File: src/rtl/sev_seg_decoder.sv
// Snoops a multiplexed active-low seven-segment bus and rebuilds the digit shown at each anode.
// Define SEV_SEG_DEC_HEX_EN to also decode the A..F glyphs as 10..15.
module sev_seg_decoder #(
  parameter int NUM_DIGITS    = 4,
  parameter int STABLE_CYCLES = 4,
  parameter int IDX_W         = (NUM_DIGITS > 1) ? $clog2(NUM_DIGITS) : 1
) (
  input  logic                    CLK,
  input  logic                    RST_N,
  input  logic                    CA,
  input  logic                    CB,
  input  logic                    CC,
  input  logic                    CD,
  input  logic                    CE,
  input  logic                    CF,
  input  logic                    CG,
  input  logic [NUM_DIGITS-1:0]   AN,
  output logic [4*NUM_DIGITS-1:0] DIGITS,
  output logic [NUM_DIGITS-1:0]   DIG_VALID,
  output logic                    UPD,
  output logic [IDX_W-1:0]        UPD_IDX,
  output logic                    ERR
);

  localparam int S_W   = NUM_DIGITS + 7;
  localparam int CNT_W = (STABLE_CYCLES > 1) ? $clog2(STABLE_CYCLES) : 1;
  localparam logic [CNT_W-1:0] CNT_LAST = CNT_W'(STABLE_CYCLES - 1);

  typedef enum logic [1:0] {IDLE, SETTLE, HOLD} state_t;

  state_t                  state, next_state;
  logic [CNT_W-1:0]        count, next_count;
  logic [S_W-1:0]          sync_q1, sync_q2, prev_s;
  logic [6:0]              seg;
  logic [NUM_DIGITS-1:0]   an;
  logic [NUM_DIGITS-1:0]   an_lit;
  logic                    anode_valid;
  logic                    s_changed;
  logic [IDX_W-1:0]        anode_idx;
  logic                    capture;
  logic [3:0]              dec_val;
  logic                    dec_ok;
  logic                    dec_blank;

  // All-ones reset = no anode selected, all segments dark
  always_ff @(posedge CLK or negedge RST_N) begin
    if (!RST_N) begin
      sync_q1 <= '1;
      sync_q2 <= '1;
      prev_s  <= '1;
    end else begin
      sync_q1 <= {AN, CA, CB, CC, CD, CE, CF, CG};
      sync_q2 <= sync_q1;
      prev_s  <= sync_q2;
    end
  end

  assign seg         = sync_q2[6:0];
  assign an          = sync_q2[S_W-1:7];
  assign an_lit      = ~an;
  assign anode_valid = $onehot(an_lit);
  assign s_changed   = (sync_q2 != prev_s);

  always_comb begin
    anode_idx = '0;
    for (int unsigned i = 0; i < NUM_DIGITS; i++) begin
      if (an_lit[i]) anode_idx = IDX_W'(i);
    end
  end

  always_comb begin
    dec_val   = '0;
    dec_ok    = 1'b1;
    dec_blank = 1'b0;
    case (seg)
      7'b0000001: dec_val = 4'd0;
      7'b1001111: dec_val = 4'd1;
      7'b0010010: dec_val = 4'd2;
      7'b0000110: dec_val = 4'd3;
      7'b1001100: dec_val = 4'd4;
      7'b0100100: dec_val = 4'd5;
      7'b0100000: dec_val = 4'd6;
      7'b0001111: dec_val = 4'd7;
      7'b0000000: dec_val = 4'd8;
      7'b0000100: dec_val = 4'd9;
`ifdef SEV_SEG_DEC_HEX_EN
      7'b0001000: dec_val = 4'd10;
      7'b1100000: dec_val = 4'd11;
      7'b0110001: dec_val = 4'd12;
      7'b1000010: dec_val = 4'd13;
      7'b0110000: dec_val = 4'd14;
      7'b0111000: dec_val = 4'd15;
`endif
      7'b1111111: begin
        dec_ok    = 1'b0;
        dec_blank = 1'b1;
      end
      default:    dec_ok = 1'b0;
    endcase
  end

  always_ff @(posedge CLK or negedge RST_N) begin
    if (!RST_N) begin
      state <= IDLE;
      count <= '0;
    end else begin
      state <= next_state;
      count <= next_count;
    end
  end

  // The counter only advances below CNT_LAST, so it saturates by construction
  always_comb begin
    next_state = state;
    next_count = count;
    capture    = 1'b0;
    case (state)
      IDLE: begin
        if (anode_valid) begin
          next_state = SETTLE;
          next_count = '0;
        end
      end
      SETTLE: begin
        if (!anode_valid) begin
          next_state = IDLE;
          next_count = '0;
        end else if (s_changed) begin
          next_count = '0;
        end else if (count == CNT_LAST) begin
          capture    = 1'b1;
          next_state = HOLD;
        end else begin
          next_count = count + CNT_W'(1);
        end
      end
      HOLD: begin
        if (!anode_valid) begin
          next_state = IDLE;
          next_count = '0;
        end else if (s_changed) begin
          next_state = SETTLE;
          next_count = '0;
        end
      end
      default: begin
        next_state = IDLE;
        next_count = '0;
      end
    endcase
  end

  always_ff @(posedge CLK or negedge RST_N) begin
    if (!RST_N) begin
      DIGITS    <= '0;
      DIG_VALID <= '0;
      UPD       <= 1'b0;
      UPD_IDX   <= '0;
      ERR       <= 1'b0;
    end else begin
      UPD <= 1'b0;
      ERR <= 1'b0;
      if (capture) begin
        if (dec_ok || dec_blank) begin
          UPD     <= 1'b1;
          UPD_IDX <= anode_idx;
        end else begin
          ERR <= 1'b1;
        end
        for (int unsigned i = 0; i < NUM_DIGITS; i++) begin
          if (anode_idx == IDX_W'(i)) begin
            DIG_VALID[i] <= dec_ok;
            if (dec_ok) DIGITS[4*i +: 4] <= dec_val;
          end
        end
      end
    end
  end

endmodule

File: config.mk
export PLATFORM = sky130hd
export DESIGN_NAME = sev_seg_decoder
export DESIGN_NICKNAME = d
export VERILOG_FILES = /design/src/rtl/sev_seg_decoder.sv
export SDC_FILE = /design/constraint.sdc
export NUM_CORES = 1
export LEC_CHECK = 0
export ABC_AREA = 0
export BUFFER_PORTS_ARGS = -buffer_cell sky130_fd_sc_hd__buf_2
export CAP_MARGIN = 20
export CORE_ASPECT_RATIO = 0.75
export CORE_MARGIN = 10
export CORE_UTILIZATION = 40
export CTS_CLUSTER_SIZE = 25
export DETAILED_ROUTE_END_ITERATION = 8
export GPL_TIMING_DRIVEN = 0
export PLACE_DENSITY = 0.71
export SLEW_MARGIN = 20
export SYNTH_ARGS = -nofsm -noshare
export SYNTH_HDL_FRONTEND = slang
export SYNTH_SLANG_ARGS = --single-unit
export TNS_END_PERCENT = 1
File: constraint.sdc
create_clock -name CLK -period 3.9 [get_ports CLK]
set_clock_uncertainty 0.1 [all_clocks]
set_input_delay 1.17 -clock CLK [delete_from_list [all_inputs] [get_ports CLK]]
set_output_delay 1.17 -clock CLK [all_outputs]
set_load 0.02 [all_outputs]
## After elaboration in Yosys (flattened, before gate mapping)

Index checks and enable logic that the tools add are counted.

| word-level totals | value |
|---|---|
| register bits after elaboration | 61 |
| output and inout bits | 24 |
| input bits | 13 |

| operators by class | value |
|---|---|
| equality and inequality tests | 23 |
| reductions and logical operators | 16 |
| add/subtract/negate cells | 4 |
| bitwise operators | 1 |
| mux-type cells | 28 |

Operators by type and width:

| operator | number |
|---|---|
| $pmux W4 S9 | 1 |
| $mux W2 | 14 |
| $eq A7 B7 Y1 const B | 3 |
| $reduce_and A3 Y1 | 5 |
| $eq A7 B3 Y1 const B | 2 |
| $eq A7 B6 Y1 const B | 2 |
| $pmux W2 S3 | 2 |
| $mux W1 | 11 |
| $ne A11 B11 Y1 | 1 |
| $reduce_and A2 Y1 | 5 |
| $reduce_or A10 Y1 | 1 |
| $ne A3 B3 Y1 const B | 3 |
| $eq A2 B2 Y1 const B | 4 |
| $eq A7 B1 Y1 const B | 1 |
| $eq A7 B4 Y1 const B | 1 |
| $eq A7 B5 Y1 const B | 1 |
| $logic_not A7 Y1 | 1 |
| $add A1 B1 Y2 | 2 |
| $eq A2 B1 Y1 const B | 2 |
| $logic_not A2 Y1 | 2 |
| $ne A4 B4 Y1 const B | 1 |
| $not A4 Y4 | 1 |
| $reduce_and A4 Y1 | 1 |
| $add A2 B2 Y3 | 1 |
| other kinds (4) | 4 |

## Depth between registers and ports, before layout

| depth | value |
|---|---|
| word-level depth | 7 |
| mapped depth | 9 |
| mapped depth without buffers | 9 |

## Worst setup path before layout

No wires, ideal clock.

| timing path | value |
|---|---|
| kind | flip-flop to flip-flop |
| start | register sync_q2[8] |
| end | register DIGITS[0] |
| data arrival time | 2.943 ns |
| cell stages (with the launch flop) | 10 |
| setup time | 0.127 ns |
| setup slack | 0.730 ns |
| period minus slack after synthesis | 3.170 ns |
| path buffers | 0 |
| path through | dfstp_2 -> fa_1 -> inv_1 -> ha_1 -> ha_1 -> or3b_1 -> nor2_1 -> nand3_1 -> a2111oi_4 -> mux2_1 |

| on the way | value |
|---|---|
| cells in the longest elaborated chain, start to end | 7 |
| elaborated cells on any way between the ends | 13 |
| classes of those cells | 2 x add/sub; 2 x eq/ne; 6 x mux; 1 x bitwise; 2 x reduce/logical |

RTL lines:

| element | RTL line | text |
|---|---|---|
| from (decl) | 33 | `logic [S_W-1:0] sync_q1, sync_q2, prev_s;` |
| from (signal assigned) | 53 | `sync_q2 <= sync_q1;` |
| $not A4 Y4 | 60 | `assign an_lit = ~an;` |
| $add A1 B1 Y2 (not written as such) | 61 | `assign anode_valid = $onehot(an_lit);` |
| $add A2 B2 Y3 (not written as such) | 61 |  |
| $eq A3 B1 Y1 | 61 |  |
| $mux W1 | 125 | `if (!anode_valid) begin` |
| $mux W1 | 117 | `case (state)` |
| $reduce_and A3 Y1 (no source line) * | -- |  |
| to (signal, indexed assignment) | 173 | `if (dec_ok) DIGITS[4*i +: 4] <= dec_val;` |
| to (decl) | 18 | `output logic [4*NUM_DIGITS-1:0] DIGITS,` |

Every way passes the cells marked *; elsewhere a longest branch is shown, timed or not.
A chain may end at the register's enable or synchronous reset.

## Worst setup path after layout

| timing path | value |
|---|---|
| start | register sync_q2[8] |
| end | register DIGITS[1] |

Same word-level chain as after synthesis.

==> metrics.txt <==
Post-Route WL 5290 um; Hold Fails Final Rpt 0; sequential share of the synthesized area 59.7%; Die X 114 um; RSZ-0062 raised after global routing no; Post-DRT Antenna Nets 0; r2r setup slk roughly 0.28 ns; final setup margin 0.284 ns; Vias/cell 5.12; Critical Path Source Type flip-flop; fin crit share 92.7%; Final nets 266; Slew @ Worst Pin 0.728 ns; Iteration-0 DRC Markers slightly above 60; syn nets 219; Critical Path AT 3.73 ns; Max Fclk 277 MHz; clock network fraction of design power 43.5%; clock latency on the worst-skew pair 0.34 ns; max-cap violations 0; drt pass-1 iters 5; first-pass GRT wire length 8770 um; DRC viols 0; area of the multi-input gates 983 sq um; vias in the first global route 1740; hpwl dp 3820 um; Worst Reg-to-Reg Cells 9; pin count of the biggest net entering global routing 62; num ports 37; pre-CTS setup slack around 0.31 ns; Total Power 0.00136 W; htree depth 3; top-count cell post-synth dfstp_2; die area 10200 sq um; Yosys top cell by area dfstp_2; IO buf count 36; total track usage a little over a tenth; Rows 25; CP max FO 8; hold crit path type reg2reg; Area contributors post-synth dfstp_2, dfrtp_1, mux2_2; core box area 6350 sq um; Filler cells 559; Critical Path End Type flip-flop; Inserted Clock Buffers 9; maximum VDD drop 0.000266 V; Clock Pin Slew Worst Setup and Hold Paths ~0.070 ns; HP Start sync_q1[2]; status complete, no violations; Layout area overhead 18.9%; Psw 0.000309 W; initial antenna violation count 0; #FFs+latches synth just over 60; FFs w/ async S/R, synth 100%; Root Buffer clkbuf_8; final core utilization 49.2%; die height 90.2 um; slew margin rel. 51.4%; Pleak 1.43 nW; Internal Power approximately 0.0011 W; GPL Wtd Cong 0.823; ANT cells 0; post_cts resized 0; layout cells sized above 1 43.3%; Final setup viols 0; Yosys Warn Count 0; total clock sinks 61; Post-synth EDFFs 0; Hold WS 0.255 ns; fin. max-slew vios 0; combinational share of power 6.8%; Reg area between 1500 and 2000 sq um; hold path cells 0; switching part of the total 22.7%; synthesized area 2630 sq um; post-CTS setup buffers 0; cell area power density 435 nW/um^2; Initial Util 41.4%; reg-to-reg endpoint DIGITS[1]; CTS tree done; Clock Tree Buf Depth 2; syn avg cell area 13.0 sq um; mean routed wirelength per cell 15.8 um; hold endpoint sync_q2[2]; top-area cell type share of the netlist area between 30% and 40%; commonest cells in the synthesized netlist dfstp_2, dfrtp_1, mux2_2, nor2_1, o21ai_0; Worst R2R Start sync_q2[8]; total gr overflow 0; Hold-fix buffers, CTS 0; Final min period 3.62 ns; kind of critical path reg2reg; Top FF cell, synth dfstp_2; CP required approximately 4 ns; Netlist cell types between 40 and 50; Vias ~1700; Cells after Synth a little over 200; setup_tns 0 ns; Seq pwr share 49.8%
==> critical path: stages, from the launching register on <==
cell and delay [ns]:
dfstp_2 0.65, fa_1 0.45, inv_1 0.07, ha_1 0.13, ha_1 0.23, or3b_1 0.44, nor2_1 0.35, nand3_1 0.21
a2111oi_4 0.49, mux2_1 0.38
==> routing by layer <==
layer	share of wire [%]	up-vias	global-route usage [%]	routed length, um
li1	-	812	-	-
met1	47	837	13.9	2470
met2	42	62	13.6	2220
met3	11	4	7.10	567
met4	0.55	0	3.27	29
met5	0	-	0	0
==> stage by stage <==
stage,area [sq um],std cells
CTS,3120,335
floorplan,2630,202
global route,3120,335
detailed placement,2910,319
finish,3120,335
global placement,2910,319
==> state kept, by name, indices dropped and copies added (netlist names) <==
| name | cells |
|---|---|
| count | 2 |
| sync_q1 | 11 |
| prev_s | 11 |
| ERR | 1 |
| state | 2 |
| sync_q2 | 11 |
| UPD | 1 |
| DIG_VALID | 4 |
| UPD_IDX | 2 |
| DIGITS | 16 |
==> power by group through the flow <==
| stage | registers (W) | logic, W | clock network [W] |
|---|---|---|---|
| 2_1_floorplan | 0.000684 | 0.0000605 | 0 |
| 3_3_place_gp | 0.000686 | 0.0000891 | 0 |
| 3_5_place_dp | 0.000687 | 0.0000931 | 0 |
| 4_1_cts | 0.000676 | 0.0000935 | 0.000607 |
| 5_1_grt | 0.000679 | 0.000105 | 0.000635 |
| 6_report | 0.000676 | 0.0000918 | 0.000591 |
==> layout by cell type, fill, tap and decap left out, drive strengths merged, types with 8 or more instances in the layout <==
cell type,n
nand2,8
inv,9
dfrtp,28
buf,42
mux2,16
dfstp,33
o21ai,10
nor2,10
clkbuf,16
xor2,8
==> cells by family (layout without fill, tap and decap cells) <==
kind of cell,after synthesis,in the layout,synth area share (%)
multiplexers,16,16,6.86
buffers and inverters,18,70,2.86
XOR/XNOR,13,13,4.34
AND/OR/NAND/NOR,61,61,15.4
adder cells (fa/ha/maj),4,4,2.19
flip-flops,61,61,59.7
AO/OA/AOI/OAI,29,29,8.62
==> layout make-up <==
type	count	share of cell area [%]
buffer	9	1.32
clock buffer	13	5.45
clock inverter	3	1.36
inverter	9	1.08
multi-input combinational	123	31.5
sequential	61	50.2
tap	81	3.25
timing repair buffer	36	5.85
==> how the worst max path moves through the flow <==
stage | start | slack, ns | cells after the start | to
floorplan | sync_q2[8] | 0.73 | 9 | DIGITS[0]
global placement | sync_q2[8] | 0.43 | 9 | DIGITS[1]
detailed placement | sync_q2[8] | 0.31 | 9 | DIGITS[1]
CTS | sync_q2[8] | 0.29 | 9 | DIGITS[1]
global route | sync_q2[8] | 0.09 | 9 | DIGITS[3]
finish | sync_q2[8] | 0.28 | 9 | DIGITS[1]
Power figures use the tool's default switching activity.
